===== src/rtl/pipeline_control_pkg.sv =====
// Shared types and constants for the pipeline hazard/stall controller.
package pipeline_control_pkg;

    localparam int REG_ADDR_W       = 5;
    localparam int LOAD_BUBBLES_MIN = 1;
    localparam int LOAD_BUBBLES_MAX = 3;
    localparam int BUBBLE_CNT_W     = 2;

    typedef enum logic [1:0] {
        RUN        = 2'd0,
        LOAD_STALL = 2'd1,
        MEM_WAIT   = 2'd2
    } state_t;

    typedef struct packed {
        logic pc_we;
        logic if_id_we;
        logic id_ex_we;
        logic ex_mem_we;
        logic if_id_flush;
        logic id_ex_flush;
    } ctrl_t;

    localparam ctrl_t CTRL_DEFAULT = 6'b111100;
    localparam ctrl_t CTRL_STALL   = 6'b001101;
    localparam ctrl_t CTRL_FREEZE  = 6'b000000;
    localparam ctrl_t CTRL_BRANCH  = 6'b111111;

endpackage


===== src/rtl/pipeline_control_if.sv =====
// Hazard inputs from the datapath and stage-register controls back to it.
interface pipeline_control_if;
    import pipeline_control_pkg::*;

    logic [REG_ADDR_W-1:0] if_id_rs1;
    logic [REG_ADDR_W-1:0] if_id_rs2;
    logic [REG_ADDR_W-1:0] id_ex_rd;
    logic                  id_ex_memread;
    logic                  ex_branch_taken;
    logic                  dmem_req;
    logic                  dmem_ready;
    logic                  pc_we;
    logic                  if_id_we;
    logic                  id_ex_we;
    logic                  ex_mem_we;
    logic                  if_id_flush;
    logic                  id_ex_flush;

    modport master (
        output if_id_rs1, if_id_rs2, id_ex_rd, id_ex_memread,
               ex_branch_taken, dmem_req, dmem_ready,
        input  pc_we, if_id_we, id_ex_we, ex_mem_we, if_id_flush, id_ex_flush
    );

    modport slave (
        input  if_id_rs1, if_id_rs2, id_ex_rd, id_ex_memread,
               ex_branch_taken, dmem_req, dmem_ready,
        output pc_we, if_id_we, id_ex_we, ex_mem_we, if_id_flush, id_ex_flush
    );

endinterface


===== src/rtl/pipeline_control_sat_counter.sv =====
// Saturating up-counter: sticks at all-ones instead of wrapping.
module sat_counter #(
    parameter int WIDTH = 32
) (
    input  logic             clock,
    input  logic             reset,
    input  logic             inc,
    output logic [WIDTH-1:0] count
);

    logic [WIDTH-1:0] count_reg;

    always_ff @(posedge clock) begin
        if (reset) begin
            count_reg <= '0;
        end else if (inc && (count_reg != '1)) begin
            count_reg <= count_reg + WIDTH'(1);
        end
    end

    assign count = count_reg;

endmodule


===== src/rtl/pipeline_control.sv =====
// Pipeline hazard controller: load-use bubbles, branch flushes and memory-wait freezes,
// with a saturating count of cycles in which the PC was held.
module pipeline_control
    import pipeline_control_pkg::*;
#(
    parameter int LOAD_BUBBLES = 1,
    parameter int PERF_W       = 32
) (
    input  logic              clock,
    input  logic              reset,
    pipeline_control_if.slave ctl,
    output logic [PERF_W-1:0] stall_cycles
);

    generate
        if (LOAD_BUBBLES < LOAD_BUBBLES_MIN || LOAD_BUBBLES > LOAD_BUBBLES_MAX) begin : g_bad_param
            $error("pipeline_control: LOAD_BUBBLES must be within 1..3");
        end
    endgenerate

    localparam logic [BUBBLE_CNT_W-1:0] LAST_BUBBLE = BUBBLE_CNT_W'(LOAD_BUBBLES - 1);

    state_t                  state_reg, state_next;
    state_t                  ret_state_reg, ret_state_next;
    state_t                  eff_state;
    logic [BUBBLE_CNT_W-1:0] bubble_cnt_reg, bubble_cnt_next;
    logic                    load_use;
    logic                    mem_wait;
    logic                    stall_inc;
    ctrl_t                   ctrl;

    assign load_use = ctl.id_ex_memread && (ctl.id_ex_rd != '0) &&
                      ((ctl.id_ex_rd == ctl.if_id_rs1) || (ctl.id_ex_rd == ctl.if_id_rs2));
    assign mem_wait = ctl.dmem_req && !ctl.dmem_ready;

    // On the cycle memory completes, MEM_WAIT behaves exactly like the state it interrupted.
    assign eff_state = (state_reg == MEM_WAIT) ? ret_state_reg : state_reg;

    always_comb begin
        ctrl            = CTRL_DEFAULT;
        state_next      = state_reg;
        ret_state_next  = ret_state_reg;
        bubble_cnt_next = bubble_cnt_reg;

        if (mem_wait) begin
            ctrl       = CTRL_FREEZE;
            state_next = MEM_WAIT;
            if (state_reg != MEM_WAIT) begin
                ret_state_next = state_reg;
            end
        end else if (ctl.ex_branch_taken) begin
            ctrl            = CTRL_BRANCH;
            state_next      = RUN;
            bubble_cnt_next = '0;
        end else if (eff_state == LOAD_STALL) begin
            ctrl = CTRL_STALL;
            if (bubble_cnt_reg == LAST_BUBBLE) begin
                state_next      = RUN;
                bubble_cnt_next = '0;
            end else begin
                state_next      = LOAD_STALL;
                bubble_cnt_next = bubble_cnt_reg + BUBBLE_CNT_W'(1);
            end
        end else if (load_use) begin
            ctrl = CTRL_STALL;
            if (LOAD_BUBBLES == 1) begin
                state_next = RUN;
            end else begin
                state_next      = LOAD_STALL;
                bubble_cnt_next = BUBBLE_CNT_W'(1);
            end
        end else begin
            state_next = RUN;
        end
    end

    always_ff @(posedge clock) begin
        if (reset) begin
            state_reg      <= RUN;
            ret_state_reg  <= RUN;
            bubble_cnt_reg <= '0;
        end else begin
            state_reg      <= state_next;
            ret_state_reg  <= ret_state_next;
            bubble_cnt_reg <= bubble_cnt_next;
        end
    end

    assign ctl.pc_we       = ctrl.pc_we;
    assign ctl.if_id_we    = ctrl.if_id_we;
    assign ctl.id_ex_we    = ctrl.id_ex_we;
    assign ctl.ex_mem_we   = ctrl.ex_mem_we;
    assign ctl.if_id_flush = ctrl.if_id_flush;
    assign ctl.id_ex_flush = ctrl.id_ex_flush;

    assign stall_inc = !ctrl.pc_we;

    sat_counter #(
        .WIDTH(PERF_W)
    ) u_stall_cnt (
        .clock(clock),
        .reset(reset),
        .inc  (stall_inc),
        .count(stall_cycles)
    );

endmodule


===== src/flat_wrapper.sv =====
// flat-port wrapper written by rule: the top's interface ports become plain ports
module pipeline_control_flat import pipeline_control_pkg::*;
#(
    parameter int LOAD_BUBBLES = 1,
    parameter int PERF_W       = 32
)
  (clock, reset, stall_cycles, ctl_if_id_rs1, ctl_if_id_rs2, ctl_id_ex_rd, ctl_id_ex_memread, ctl_ex_branch_taken, ctl_dmem_req, ctl_dmem_ready, ctl_pc_we, ctl_if_id_we, ctl_id_ex_we, ctl_ex_mem_we, ctl_if_id_flush, ctl_id_ex_flush);
  pipeline_control_if ctl_i ();
  input  logic clock;
  input  logic reset;
  output logic [PERF_W-1:0] stall_cycles;
  input wire logic [$bits(ctl_i.if_id_rs1)-1:0] ctl_if_id_rs1;
  input wire logic [$bits(ctl_i.if_id_rs2)-1:0] ctl_if_id_rs2;
  input wire logic [$bits(ctl_i.id_ex_rd)-1:0] ctl_id_ex_rd;
  input wire logic [$bits(ctl_i.id_ex_memread)-1:0] ctl_id_ex_memread;
  input wire logic [$bits(ctl_i.ex_branch_taken)-1:0] ctl_ex_branch_taken;
  input wire logic [$bits(ctl_i.dmem_req)-1:0] ctl_dmem_req;
  input wire logic [$bits(ctl_i.dmem_ready)-1:0] ctl_dmem_ready;
  output wire logic [$bits(ctl_i.pc_we)-1:0] ctl_pc_we;
  output wire logic [$bits(ctl_i.if_id_we)-1:0] ctl_if_id_we;
  output wire logic [$bits(ctl_i.id_ex_we)-1:0] ctl_id_ex_we;
  output wire logic [$bits(ctl_i.ex_mem_we)-1:0] ctl_ex_mem_we;
  output wire logic [$bits(ctl_i.if_id_flush)-1:0] ctl_if_id_flush;
  output wire logic [$bits(ctl_i.id_ex_flush)-1:0] ctl_id_ex_flush;
  assign ctl_i.if_id_rs1 = ctl_if_id_rs1;
  assign ctl_i.if_id_rs2 = ctl_if_id_rs2;
  assign ctl_i.id_ex_rd = ctl_id_ex_rd;
  assign ctl_i.id_ex_memread = ctl_id_ex_memread;
  assign ctl_i.ex_branch_taken = ctl_ex_branch_taken;
  assign ctl_i.dmem_req = ctl_dmem_req;
  assign ctl_i.dmem_ready = ctl_dmem_ready;
  assign ctl_pc_we = ctl_i.pc_we;
  assign ctl_if_id_we = ctl_i.if_id_we;
  assign ctl_id_ex_we = ctl_i.id_ex_we;
  assign ctl_ex_mem_we = ctl_i.ex_mem_we;
  assign ctl_if_id_flush = ctl_i.if_id_flush;
  assign ctl_id_ex_flush = ctl_i.id_ex_flush;
  pipeline_control #(.LOAD_BUBBLES(LOAD_BUBBLES), .PERF_W(PERF_W)) u_core (.clock(clock), .reset(reset), .ctl(ctl_i), .stall_cycles(stall_cycles));
endmodule

===== config.mk =====
export PLATFORM = sky130hd
export DESIGN_NAME = pipeline_control_flat
export DESIGN_NICKNAME = d
export VERILOG_FILES = /design/src/rtl/pipeline_control_pkg.sv /design/src/rtl/pipeline_control_if.sv /design/src/rtl/pipeline_control_sat_counter.sv /design/src/rtl/pipeline_control.sv /design/src/flat_wrapper.sv
export SDC_FILE = /design/constraint.sdc
export NUM_CORES = 1
export LEC_CHECK = 0
export ABC_AREA = 1
export CAP_MARGIN = 25
export CORE_MARGIN = 2
export CORE_UTILIZATION = 45
export CTS_CLUSTER_SIZE = 20
export DETAILED_ROUTE_END_ITERATION = 6
export HOLD_SLACK_MARGIN = 0.1
export PLACE_DENSITY = 0.82
export SLEW_MARGIN = 10
export SYNTH_ARGS = -nofsm -noshare
export SYNTH_HDL_FRONTEND = slang
export SYNTH_SLANG_ARGS = --single-unit

===== constraint.sdc =====
create_clock -name clock -period 5.6 [get_ports clock]
set_clock_uncertainty 0.2 [all_clocks]
set_input_delay 1.12 -clock clock [delete_from_list [all_inputs] [get_ports clock]]
set_output_delay 1.12 -clock clock [all_outputs]
set_load 0.02 [all_outputs]

==> run summary, run 1 <==
Outcome: completed
IO Pins: 59
Initial Util: 0.463
Crit-path max cell delay: 0.63 ns
RSZ-0062 raised after global routing: false
Clock Sinks: 38
R2R cell count: 9
Worst-path fanout max: 4
Worst slew margin: 0.728
Sum of negative setup slack: 0 ns
Critical R2R Capture: u_core.u_stall_cnt.count[20]$_SDFFE_PP0P_
Pwr Density: 154 nW/um2
Setup ws final: 1.32 ns
CP Capture Type: primary output
Worst-case hold path end point: u_core.ret_state_reg[1]$_SDFFE_PP0P_
CP max-delay cell: clkdlybuf4s50_1
Fin util: 0.571
# port buffers: 58
Commonest non-fill, non-tap cell in the layout: nand2_1
Drt wl/cell: 12.5 um
Share of cells above drive strength 1: 0.0481
Clk buf depth: 2
Initial DRC count: 213
Layer with the highest usage: met2
Ys Warns: 0
Synth Net Count: 474
Max-cap violations: 0
Largest net degree at the start of global routing: 39
Leak: 1.24 nW
Die Area: 6730 um2
Routed wire length: 7190 um
Slew Viols, Final: 0
Dominant cells by area after synthesis: dfxtp_1 28%, nand2_1 21%, nor2_1 8.6%
Worst reg2reg path startpoint: u_core.u_stall_cnt.count[0]$_SDFFE_PP0P_
Startpoint types: input port
CP most frequent cell: nand2_1
Grt total ovfl: 0
Register area share after synthesis: 0.277
TritonCTS Buffers: 5
Yosys top cell area share: 0.277
Post-synth cell types: 27
DP HPWL: 5350 um
Vias in the first global route: 2693
Post-layout minimum cycle time: 4.28 ns
Chip Height: 82.1 um
Initial antenna violation count: 0
Syn_area_per_cell: 6.09 um2
Worst EP required: 4.28 ns
Nets: 523
Clk_lat worst skew: 0.29 ns
Post-route DRC: 0
Worst-Margin Slew: 0.408 ns
Htree depth: 2
Seq cells post-synth: 38
Worst-path clk slew: 0.08 ns
TritonCTS clock tree: yes
Number of cells produced by synthesis: 450
Row cnt: 28
Post-cts resize count: 0
ANT nets after route: 0
Final hold violations: 0
Global-route wire length before repair: 12000 um
Crit-path cells: clkdlybuf4s50_1, inv_2, nand2_1, nand2_1, nor2_1, nand3_1, nand2_1, nand2_1, o21ai_0, clkdlybuf4s50_1
Cell accounting for the most synthesized area: dfxtp_1
Worst Hold Launch: u_core.ret_state_reg[1]$_SDFFE_PP0P_
Synthesized area: 2740 um2
Period utilization: 0.765
Drt pass-1 iters: 4
Worst Hold Depth: 2
Peak Freq: 234 MHz
Hold Path Class: register to register
R2R Setup Slk: 3.06 ns
# setup viols final: 0
Die Width: 82.1 um
Met3 Use GR: 0.0286
Synthesis-to-finish area growth: 23.4%
Post CTS Setup Buffer Count: 0
Max IR drop VDD: 0.0000729 V
Core area: 5920 um2
Most frequent cells in the layout: 157 x nand2_1, 63 x nor2_1, 58 x clkdlybuf4s50_1, 41 x inv_1, 38 x dfxtp_1
# diodes: 0
Tot GR Track Use: 0.229
Drt via density: 5.18
Setup WS pre-CTS: 1.32 ns
Grt met2 use: 0.392
Clock Tree Root: clkbuf_8
GP Congestion: 0.879
CP Class: input port to primary output
Routed via count: 2973
Crit path DAT: 2.96 ns
Hold Buf Count CTS: 0
Max reg flops: 32
GRT met1 Usage: 0.290
-- cell type report --
class | instances | area, um2
multi-input cells | 349 | 1680
repair buffers | 61 | 603
flip-flops and latches | 38 | 761
fillers | 593 | 2540
inverters | 44 | 165
well taps | 75 | 93.8
clock buffers | 7 | 76.3
-- worst max-delay path, delay by kind of cell --
kind | cells | cell delay (ns)
and+or+nand+nor | 6 | 0.48
buffers and inverters | 3 | 1.22
AOI/OAI and AO/OA | 1 | 0.14
-- how the worst max path moves through the flow --
stage / slack, ns / cells after the start / startpoint / endpoint
after floorplan: 1.85 / 8 / ctl_dmem_req / ctl_pc_we
after global placement: 1.38 / 7 / ctl_dmem_req / ctl_id_ex_flush
after detailed placement: 1.32 / 10 / ctl_id_ex_rd[4] / ctl_id_ex_flush
after CTS: 1.32 / 10 / ctl_id_ex_rd[4] / ctl_id_ex_flush
after global routing: 1.16 / 7 / ctl_dmem_req / ctl_id_ex_flush
final: 1.32 / 10 / ctl_id_ex_rd[4] / ctl_id_ex_flush
-- kinds of logic after synthesis --
group / after synthesis / share of synthesized area
adder cells (fa/ha/maj): 3 / 0.0137
flip-flops: 38 / 0.277
AO/OA/AOI/OAI: 36 / 0.0657
AND/OR/NAND/NOR: 293 / 0.481
buffers and inverters: 63 / 0.108
XOR/XNOR: 17 / 0.0543
-- layer usage --
layer  share of wire  vias to the layer above  wire length [um]
li1                -                     1540                 -
met1            0.46                     1322              3290
met2            0.47                       97              3370
met3           0.053                       14               378
met4           0.021                        0               148
met5               0                        -                 0
-- metrics by stage --
step / power, W / cell area [um2] / hold slack, ns / std cells
global placement: 0.000346 / 3310 / 0.249 / 567
floorplan: 0.000322 / 2740 / 0.230 / 450
CTS: 0.000527 / 3380 / 0.268 / 574
global route: 0.000543 / 3380 / 0.288 / 574
finish: 0.000522 / 3380 / 0.268 / 574
detailed placement: 0.000348 / 3310 / 0.252 / 567
-- where the power goes --
part           internal [W]  switching (W)
Sequential         0.000271     0.00000160
Combinational     0.0000284      0.0000408
Clock             0.0000858      0.0000940
-- synthesized netlist by cell type, drive strengths merged --
| cell | n |
|---|---|
| o21ai | 5 |
| ha | 3 |
| nor3 | 3 |
| xnor2 | 7 |
| a21oi | 31 |
| nor2 | 70 |
| clkbuf | 4 |
| xor2 | 10 |
| dfxtp | 38 |
| inv | 44 |
| nand3b | 10 |
| nand2 | 159 |
| nor4 | 1 |
| nand4 | 33 |
| buf | 15 |
| nor3b | 1 |
| nand3 | 16 |
(Power assumes the default switching activity.)
==> inputs of run 2 (changes only) <==
==> constraint.sdc (replaced) <==
create_clock -name clock -period 4.37 [get_ports clock]
set_clock_uncertainty 0.2 [all_clocks]
set_input_delay 0.874 -clock clock [delete_from_list [all_inputs] [get_ports clock]]
set_output_delay 0.874 -clock clock [all_outputs]
set_load 0.02 [all_outputs]
==> run summary, run 2 (synthesized netlist as in run 1, its figures left out) <==
Clk buf depth: 2
# diodes: 0
DP HPWL: 5100 um
Worst EP required: 3.30 ns
Worst-path fanout max: 4
Htree depth: 2
Post-cts resize count: 0
Final hold violations: 0
Clock Tree Root: clkbuf_8
Post-layout minimum cycle time: 3.77 ns
Hold Path Class: register to register
Inst Count DP: 567
Pwr Density: 196 nW/um2
Final Cell Area: 3380 um2
Initial Util: 0.463
Leak: 1.24 nW
Crit path DAT: 2.69 ns
Initial DRC count: 175
Sum of negative setup slack: 0 ns
IO Pins: 59
Commonest non-fill, non-tap cell in the layout: nand2_1
Drt wl/cell: 11.8 um
Period utilization: 0.862
Global-route wire length before repair: 11600 um
Most frequent cells in the layout: 157 x nand2_1, 63 x nor2_1, 58 x clkdlybuf4s50_1, 41 x inv_1, 38 x dfxtp_1
Max IR drop VDD: 0.000121 V
Routed via count: 2876
Outcome: completed
TritonCTS Buffers: 5
# fillers: 578
Multi-input gate area: 1680 um2
TritonCTS clock tree: yes
Drt pass-1 iters: 4
GP Congestion: 0.901
Post-route DRC: 0
Fin cells: 574
Die Width: 82.1 um
Max reg flops: 32
Share of cells above drive strength 1: 0.0481
Slew Viols, Final: 0
# setup viols final: 0
Placed cell areas: 3310 um2
Worst-path clk slew: 0.07 ns
Register Area: 761 um2
Startpoint types: input port
Chip Height: 82.1 um
Worst-Margin Slew: 0.396 ns
Fin util: 0.571
Worst slew margin: 0.736
Vias in the first global route: 2579
Drt via density: 5.01
Hold Buf Count CTS: 0
CP Class: input port to primary output
Initial antenna violation count: 0
RSZ-0062 raised after global routing: false
Clock Sinks: 38
Routed wire length: 6790 um
Tot GR Track Use: 0.217
# port buffers: 58
Synthesis-to-finish area growth: 23.4%
Row cnt: 28
CP Capture Type: primary output
ANT nets after route: 0
Peak Freq: 265 MHz
Largest net degree at the start of global routing: 39
Max-cap violations: 0
Clk_lat worst skew: 0.28 ns
Nets: 523
Post CTS Setup Buffer Count: 0
Grt total ovfl: 0
Core area: 5920 um2
Die Area: 6730 um2
==> run 2: metal layers <==
metal  share of wire  global-route usage  wire length (um)
met1            0.48               0.282              3290
met2            0.46               0.374              3140
met3           0.039              0.0297               263
met4           0.013              0.0600                90
met5               0                   0                 0
==> run 2: worst paths after layout <==
path                                            startpoint                                  endpoint  slack, ns  cells past startpoint
hold reg to reg       u_core.ret_state_reg[1]$_SDFFE_PP0P_      u_core.ret_state_reg[1]$_SDFFE_PP0P_       0.27                      2
setup / recovery                           ctl_id_ex_rd[4]                           ctl_id_ex_flush       0.60                     10
setup reg to reg  u_core.u_stall_cnt.count[0]$_SDFFE_PP0P_  u_core.u_stall_cnt.count[7]$_SDFFE_PP0P_       1.91                      9
hold / removal        u_core.ret_state_reg[1]$_SDFFE_PP0P_      u_core.ret_state_reg[1]$_SDFFE_PP0P_       0.27                      2
==> run 2: worst max-delay path, stage by stage <==
cell and delay (ns):
clkdlybuf4s50_1 0.55, inv_2 0.06, nand2_1 0.05, nand2_1 0.05
nor2_1 0.11, nand3_1 0.09, nand2_1 0.07, nand2_1 0.07
o21ai_0 0.15, clkdlybuf4s50_1 0.63
==> run 2: layout make-up <==
cell class,count,area share
Timing Repair Buffer,61,0.178
Sequential cell,38,0.225
Clock buffer,7,0.0226
Multi-Input combinational cell,349,0.498
Tap cell,75,0.0277
Inverter,44,0.0488
==> run 2: per-stage QoR <==
step | hold WS [ns] | total power, W | setup WS (ns)
final | 0.266 | 0.000662 | 0.602
after global routing | 0.287 | 0.000692 | 0.362
after CTS | 0.269 | 0.000668 | 0.596
after detailed placement | 0.253 | 0.000445 | 0.596
after global placement | 0.248 | 0.000443 | 0.635
after floorplan | 0.230 | 0.000412 | 1.11
==> run 2: power breakdown <==
part | internal, W | switching (W) | total (W)
clock network | 0.000110 | 0.000115 | 0.000225
registers | 0.000348 | 0.00000203 | 0.000350
logic | 0.0000364 | 0.0000508 | 0.0000872
